### src/rtl/fp32_pkg.sv
// Shared single-precision encoding helpers for the FP add/sub pipelines:
// field widths, special constants, operand classification and unpacking.
package fp32_pkg;

    localparam int EXP_W    = 8;
    localparam int MAN_W    = 23;
    localparam int EXP_BIAS = 127;
    localparam int EXP_INF  = 2 * EXP_BIAS + 1;
    localparam int SUM_W    = MAN_W + 4;   // hidden bit + mantissa + guard/round/sticky

    localparam logic [31:0] QNAN = 32'h7FC0_0000;

    typedef enum logic [2:0] {
        ZERO,
        DENORM,
        NORMAL,
        INF,
        NAN
    } fp_class_t;

    typedef struct packed {
        logic             sign;
        logic [EXP_W-1:0] exp;
        logic [MAN_W:0]   man;
        fp_class_t        cls;
    } fp_unpacked_t;

    // Special-case result decided at unpack time and carried down the pipe.
    typedef struct packed {
        logic        en;
        logic        inv;
        logic        neg_zero;
        logic [31:0] val;
    } fp_special_t;

    // Denormals and zeros get exponent 1 with hidden bit 0 so alignment
    // needs no special case; flush turns denormals into signed zeros.
    function automatic fp_unpacked_t fp_unpack(input logic [31:0] v, input logic flush);
        fp_unpacked_t u;
        u.sign = v[31];
        u.exp  = v[30:23];
        u.man  = {1'b1, v[MAN_W-1:0]};
        u.cls  = NORMAL;
        if (v[30:23] == '0) begin
            u.exp = 8'd1;
            if (v[MAN_W-1:0] == '0 || flush) begin
                u.cls = ZERO;
                u.man = '0;
            end else begin
                u.cls = DENORM;
                u.man = {1'b0, v[MAN_W-1:0]};
            end
        end else if (v[30:23] == '1) begin
            u.cls = (v[MAN_W-1:0] == '0) ? INF : NAN;
        end
        return u;
    endfunction

endpackage

### src/rtl/fp_lzc27.sv
// Combinational leading-zero counter for the 27-bit normalize path.
// An all-zero input reports 27.
module fp_lzc27 (
    input  logic [26:0] value,
    output logic [4:0]  count
);

    always_comb begin
        count = 5'd27;
        // Ascending scan: the highest set bit is the last to write.
        for (int i = 0; i < 27; i++) begin
            if (value[i]) count = 5'(26 - i);
        end
    end

endmodule

### src/rtl/fp_sub_pipe.sv
// Four-stage pipelined IEEE-754 single subtractor, diff = a - b, round-to-nearest-even.
// Define FP_SUB_DENORM_EN for gradual underflow; otherwise denormals flush to zero.
module fp_sub_pipe
    import fp32_pkg::*;
#(
    parameter int LATENCY = 4
) (
    input  logic        clk,
    input  logic        rst,
    input  logic        in_valid,
    input  logic [31:0] a,
    input  logic [31:0] b,
    output logic        out_valid,
    output logic [31:0] diff,
    output logic        flag_invalid,
    output logic        flag_overflow,
    output logic        flag_underflow
);

`ifdef FP_SUB_DENORM_EN
    localparam logic FLUSH = 1'b0;
`else
    localparam logic FLUSH = 1'b1;
`endif

    // Only the valid chain is reset; payload registers run free.
    logic [LATENCY:1] vld_pipe;

    always_ff @(posedge clk) begin
        if (rst) vld_pipe <= '0;
        else     vld_pipe <= {vld_pipe[LATENCY-1:1], in_valid};
    end

    // ---------------- S1: unpack, classify, swap ----------------
    fp_unpacked_t ua, ub, x1, y1;
    fp_special_t  sp1;

    always_comb begin
        ua      = fp_unpack(a, FLUSH);
        ub      = fp_unpack(b, FLUSH);
        ub.sign = ~b[31];
        if ({ua.exp, ua.man} >= {ub.exp, ub.man}) begin
            x1 = ua;
            y1 = ub;
        end else begin
            x1 = ub;
            y1 = ua;
        end

        sp1          = '0;
        sp1.neg_zero = (ua.cls == ZERO) && (ub.cls == ZERO) && ua.sign && ub.sign;
        if (ua.cls == NAN || ub.cls == NAN) begin
            sp1.en  = 1'b1;
            sp1.inv = 1'b1;
            sp1.val = QNAN;
        end else if (ua.cls == INF && ub.cls == INF && a[31] == b[31]) begin
            sp1.en  = 1'b1;
            sp1.inv = 1'b1;
            sp1.val = QNAN;
        end else if (ua.cls == INF) begin
            sp1.en  = 1'b1;
            sp1.val = {ua.sign, {EXP_W{1'b1}}, {MAN_W{1'b0}}};
        end else if (ub.cls == INF) begin
            sp1.en  = 1'b1;
            sp1.val = {ub.sign, {EXP_W{1'b1}}, {MAN_W{1'b0}}};
        end
    end

    fp_unpacked_t     s1_x, s1_y;
    logic [EXP_W-1:0] s1_ediff;
    fp_special_t      s1_sp;

    always_ff @(posedge clk) begin
        s1_x     <= x1;
        s1_y     <= y1;
        s1_ediff <= x1.exp - y1.exp;
        s1_sp    <= sp1;
    end

    // ---------------- S2: align smaller operand ----------------
    logic [4:0]           sh2;
    logic [SUM_W+MAN_W:0] ext2;
    logic [SUM_W-1:0]     ym2;

    // Beyond 26 places the smaller operand only survives as sticky.
    assign sh2  = (s1_ediff > 8'd26) ? 5'd26 : s1_ediff[4:0];
    assign ext2 = {s1_y.man, 26'd0} >> sh2;
    assign ym2  = {ext2[49:24], |ext2[23:0]};

    logic [SUM_W-1:0] s2_xm, s2_ym;
    logic             s2_sign, s2_sub;
    logic [EXP_W-1:0] s2_exp;
    fp_special_t      s2_sp;

    always_ff @(posedge clk) begin
        s2_xm   <= {s1_x.man, 3'b000};
        s2_ym   <= ym2;
        s2_sign <= s1_x.sign;
        s2_sub  <= s1_x.sign ^ s1_y.sign;
        s2_exp  <= s1_x.exp;
        s2_sp   <= s1_sp;
    end

    // ---------------- S3: magnitude add/subtract ----------------
    logic [SUM_W:0]   s3_sum;
    logic             s3_sign;
    logic [EXP_W-1:0] s3_exp;
    fp_special_t      s3_sp;

    always_ff @(posedge clk) begin
        s3_sum  <= s2_sub ? ({1'b0, s2_xm} - {1'b0, s2_ym})
                          : ({1'b0, s2_xm} + {1'b0, s2_ym});
        s3_sign <= s2_sign;
        s3_exp  <= s2_exp;
        s3_sp   <= s2_sp;
    end

    // ---------------- S4: normalize, round, pack ----------------
    logic [4:0]       lz;
    logic [4:0]       shamt;
    logic [SUM_W-1:0] m;
    logic [9:0]       e, ef;
    logic             rnd;
    logic [MAN_W+1:0] mr;
    logic [31:0]      res;
    logic             inv4, ovf4, unf4;
`ifdef FP_SUB_DENORM_EN
    logic [EXP_W-1:0] lim;
`endif

    fp_lzc27 u_lzc (
        .value (s3_sum[SUM_W-1:0]),
        .count (lz)
    );

    always_comb begin
        shamt = lz;
`ifdef FP_SUB_DENORM_EN
        // Stop shifting at exponent 1; what remains unnormalized is a denormal.
        lim = s3_exp - 8'd1;
        if ({3'b000, lz} > lim) shamt = lim[4:0];
`endif
        if (s3_sum[SUM_W]) begin
            m = {s3_sum[SUM_W:2], s3_sum[1] | s3_sum[0]};
            e = {2'b00, s3_exp} + 10'd1;
        end else begin
            m = s3_sum[SUM_W-1:0] << shamt;
            e = {2'b00, s3_exp} - {5'd0, shamt};
        end

        rnd = m[2] & (m[1] | m[0] | m[3]);
        mr  = {1'b0, m[SUM_W-1:3]} + {{MAN_W+1{1'b0}}, rnd};
        if (mr[MAN_W+1])    ef = e + 10'd1;
        else if (mr[MAN_W]) ef = e;
        else                ef = '0;

        res  = {s3_sign, ef[EXP_W-1:0], mr[MAN_W-1:0]};
        inv4 = 1'b0;
        ovf4 = 1'b0;
        unf4 = 1'b0;
        if (s3_sp.en) begin
            res  = s3_sp.val;
            inv4 = s3_sp.inv;
        end else if (s3_sum == '0) begin
            res = {s3_sp.neg_zero, 31'd0};
        end else if (!ef[9] && ef >= 10'(EXP_INF)) begin
            res  = {s3_sign, {EXP_W{1'b1}}, {MAN_W{1'b0}}};
            ovf4 = 1'b1;
        end
`ifdef FP_SUB_DENORM_EN
        else begin
            unf4 = ~m[SUM_W-1] & (|m[2:0]);
        end
`else
        else if (ef[9] || ef == 10'd0) begin
            res  = {s3_sign, 31'd0};
            unf4 = 1'b1;
        end
`endif
    end

    logic [31:0] diff_q;
    logic        inv_q, ovf_q, unf_q;

    always_ff @(posedge clk) begin
        diff_q <= res;
        inv_q  <= inv4;
        ovf_q  <= ovf4;
        unf_q  <= unf4;
    end

    // Payload is unreset, so outputs are masked to zero outside valid slots.
    assign out_valid      = vld_pipe[LATENCY];
    assign diff           = out_valid ? diff_q : '0;
    assign flag_invalid   = out_valid & inv_q;
    assign flag_overflow  = out_valid & ovf_q;
    assign flag_underflow = out_valid & unf_q;

endmodule

### config.mk
export PLATFORM = sky130hd
export DESIGN_NAME = fp_sub_pipe
export DESIGN_NICKNAME = d
export VERILOG_FILES = /design/src/rtl/fp32_pkg.sv /design/src/rtl/fp_lzc27.sv /design/src/rtl/fp_sub_pipe.sv
export SDC_FILE = /design/constraint.sdc
export NUM_CORES = 1
export LEC_CHECK = 0
export CORE_MARGIN = 2
export CORE_UTILIZATION = 65
export DETAILED_ROUTE_END_ITERATION = 10
export GPL_ROUTABILITY_DRIVEN = 0
export PLACE_DENSITY = 0.87
export SETUP_SLACK_MARGIN = 0.4
export SYNTH_ARGS = -nofsm -noshare
export SYNTH_HDL_FRONTEND = slang
export SYNTH_SLANG_ARGS = --single-unit
### constraint.sdc
create_clock -name clk -period 9.2 [get_ports clk]
set_clock_uncertainty 0.1 [all_clocks]
set_input_delay 1.84 -clock clk [delete_from_list [all_inputs] [get_ports clk]]
set_output_delay 1.84 -clock clk [all_outputs]
set_load 0.02 [all_outputs]
==> reports/results.txt <==
Top Metal Used -> met4
Number of flops mapped to enable cells by yosys -> 0
Cell Chain, Critical Path -> clkdlybuf4s50_1 -> nor4_1 -> nand2_1 -> nand2_1 -> inv_1 -> ha_1 -> nand4_1 -> nor3_1 -> o2111ai_1 -> or4b_2 -> a31o_2 -> a21oi_4 -> mux2i_1 -> a211oi_1 -> o2111ai_1 -> o2111a_1 -> o21ai_0 -> o21ai_0 -> xor2_1
Max rail drop VDD -> 136.3 uV
Buffer levels on the longest clock path -> 3
Antenna violations before repair -> 1
Maximum number of pins on one net before global-route repair -> 95
Nature of the critical path endpoint -> flop
Share of synthesized area occupied by flip-flops and latches -> 29.74%
Number of buffers created by CTS -> 22
Overall via count from detail_route -> 14353
Pins over their slew limit -> 0
Reg area -> 4364 um^2
Syn. warnings -> 0
Final non-filler cell area -> 16440 um^2
Worst-Skew Late Latency -> 0.51 ns
Slew @ Worst Pin -> 1.207 ns
Number of sinks handled by clock tree synthesis -> 218
Filler instances -> 1649
TritonCTS clock tree -> yes
Initial Util -> 66.63%
Clock slew seen by the registers of the worst setup and hold paths -> 0.07 ns
Leakage power figure -> 6.853 nW
Combinational Power Share -> 48.2%
Final hold viol count -> 0
Minimum clock period after layout -> 7.327 ns
Global-route wire length before repair -> 66010 um
Final cell utilization of the core -> 74.62%
Share of power burned in the clock network -> 20.6%
Synthesized cell area -> 14680 um^2
Clock root buffer -> sky130_fd_sc_hd__clkbuf_16
Smallest setup slack after layout -> 1.873 ns
Wl on met1 -> 16120 um
Vias in the first global route -> 13677
Final WL -> 40340 um
Number of max-cap violations -> 0
Die Wd -> 154.3 um
Setup fix buffers added after clock tree synthesis -> 0
Cells after synthesis -> 1844
Critical Path AT -> 7.61 ns
Non-filler instance count after layout -> 2173
Period utilization -> 79.64%
Worst slack, placed -> 1.508 ns
Internal power summed over all cells -> 2.545 mW
Power per cell area -> 271.5 nW/um^2
Result of the run -> finished clean
#FFs+latches synth -> 218
RSZ-0062 raised after global routing -> false
Slew headroom -> 19.51%
Post-Synthesis Net Count -> 2004
DRC -> 0
I/O pins -> 103
Main flop type after synthesis -> sky130_fd_sc_hd__dfxtp_1
Worst Hold Class -> flop to flop
Count of hold buffers inserted by post-cts repair -> 0
First-iteration detailed-routing DRC count -> 1842
Achievable frequency -> 0.1365 GHz
Switching Power -> 1.918 mW
DIE HEIGHT -> 154.3 um
Pre-antenna DRT Iters -> 8
Sum of met2 wire segment lengths after detailed routing -> 18670 um
Core ar. -> 22030 um^2
Crit path largest cell delay -> 0.66 ns
Total area of multi-input combinational cells -> 9425 um^2
Crit Path Class -> primary input to flop
Hpwl dp -> 29270 um
Share of total power in sequential cells -> 31.2%
Antenna Violating Nets Remaining -> 0
Share of layout cells above drive strength 1 -> 6.977%
Total power of the final layout -> 4.463 mW
Length of routed met3 wiring -> 4097 um
Layout area overhead -> 11.99%
Overall Global Routing Usage -> 33.17%
Final worst hold slack -> 0.2185 ns
CP Launch Type -> primary input
Fin nets -> 2037
Final setup TNS -> 0 ns
Number of levels the H-tree was split into -> 1
Std-Cell Rows -> 54
Average instance area after synthesis -> 7.959 um^2
Remaining Overflow, GRT -> 0
Slowest cell on the critical path -> sky130_fd_sc_hd__nand2_1
Worst path required time -> 9.48 ns
Placed standard-cell area -> 15680 um^2
Post-DR vias/cell -> 6.605
Total of endpoints with negative setup slack in the final report -> 0
Number of port buffers -> 102
Routed wire per std cell -> 18.57 um
Sw Ratio -> 42.97%
# placed instances -> 2133
Post-cts sizing count -> 0
Async SR Flop Fraction -> 0%
Library cells used by synthesis -> 109
Largest driver fanout on the critical path -> 34
Full die area -> 23800 um^2
==> power groups by stage <==
stage | Sequential [mW] | Combinational, mW | Clock, mW
floorplan | 1.29 | 1.66 | 0
global placement | 1.38 | 2.00 | 0
detailed placement | 1.39 | 2.06 | 0
CTS | 1.38 | 2.08 | 0.927
global route | 1.41 | 2.34 | 0.969
finish | 1.39 | 2.15 | 0.919
==> critical path, delay by kind of cell <==
family,cells,cell delay [ns]
XOR/XNOR,1,0.15
buffers and inverters,2,0.59
AO/OA/AOI/OAI,8,2.00
AND/OR/NAND/NOR,6,2.46
multiplexers,1,0.22
adder cells (fa/ha/maj),1,0.32
==> registers in the layout, indices dropped and copies added (netlist names), 4 cells and up <==
signal,cells
s3_sum,28
vld_pipe,4
s2_ym,27
diff_q,32
s2_sp,5
s3_exp,8
s1_ediff,8
s2_exp,8
s2_xm,24
s1_y,25
s1_x,33
s1_sp,5
s3_sp,5
==> routing by layer <==
metal  track usage (%)  vias to the layer above
li1                  -                     6727
met1             41.82                     6534
met2             57.48                      906
met3             6.080                      186
met4             11.07                        0
met5                 0                        -
==> cells by family after synthesis <==
logic type      Yosys count  synth area share (%)
compound gates          513                 24.54
xor+xnor                 62                 3.700
fa+ha+maj                93                 8.031
buf+inv                 221                 6.138
flops                   218                 29.74
mux                      75                 5.448
simple gates            662                 22.40
==> Yosys cell counts (22+ instances only) <==
cell                       count  share of area [%]
sky130_fd_sc_hd__a21oi_1     112                3.8
sky130_fd_sc_hd__and2_1       51                2.2
sky130_fd_sc_hd__clkbuf_1     63                1.6
sky130_fd_sc_hd__dfxtp_1     218                 30
sky130_fd_sc_hd__ha_1         91                7.8
sky130_fd_sc_hd__inv_1       112                2.9
sky130_fd_sc_hd__mux2i_1      63                4.3
sky130_fd_sc_hd__nand2_1     200                5.1
sky130_fd_sc_hd__nand3_1      79                2.7
sky130_fd_sc_hd__nor2_1      136                3.5
sky130_fd_sc_hd__nor3_1       53                1.8
sky130_fd_sc_hd__nor4_1       30                1.3
sky130_fd_sc_hd__o211ai_1     22                1.1
sky130_fd_sc_hd__o21ai_0     129                4.4
sky130_fd_sc_hd__xnor2_1      41                2.4
==> final cells by class <==
type,count,area share [%]
diodes,1,0.01523
clock buffers,27,3.776
clock inverters,12,0.8069
inverters,119,2.748
multi-input cells,1405,57.35
flip-flops and latches,218,26.55
well taps,280,2.132
repair buffers,111,6.623
==> placed cells by master, fill, tap and decap left out, types with 19 or more instances in the layout <==
cell type,count
sky130_fd_sc_hd__dfxtp_1,218
sky130_fd_sc_hd__nand2_1,200
sky130_fd_sc_hd__nor2_1,135
sky130_fd_sc_hd__o21ai_0,129
sky130_fd_sc_hd__inv_1,112
sky130_fd_sc_hd__a21oi_1,111
sky130_fd_sc_hd__clkdlybuf4s50_1,102
sky130_fd_sc_hd__ha_1,91
sky130_fd_sc_hd__nand3_1,79
sky130_fd_sc_hd__mux2i_1,63
sky130_fd_sc_hd__nor3_1,53
sky130_fd_sc_hd__and2_1,51
sky130_fd_sc_hd__xnor2_1,41
sky130_fd_sc_hd__nor4_1,30
sky130_fd_sc_hd__clkbuf_16,23
sky130_fd_sc_hd__o211ai_1,22
sky130_fd_sc_hd__xor2_1,21
sky130_fd_sc_hd__a31oi_1,20
sky130_fd_sc_hd__a21o_1,19
sky130_fd_sc_hd__a211oi_1,19
==> path summary, 6_finish.rpt <==
path         startpoint          end  slack [ns]  depth (start not counted)
max               a[27]  s1_ediff[7]        1.87                         19
min           s2_exp[0]    s3_exp[0]        0.22                          0
max reg2reg  s3_sum[26]    diff_q[2]        2.03                         18
min reg2reg   s2_exp[0]    s3_exp[0]        0.22                          0
No activity file was read; power rests on OpenSTA's default activity.
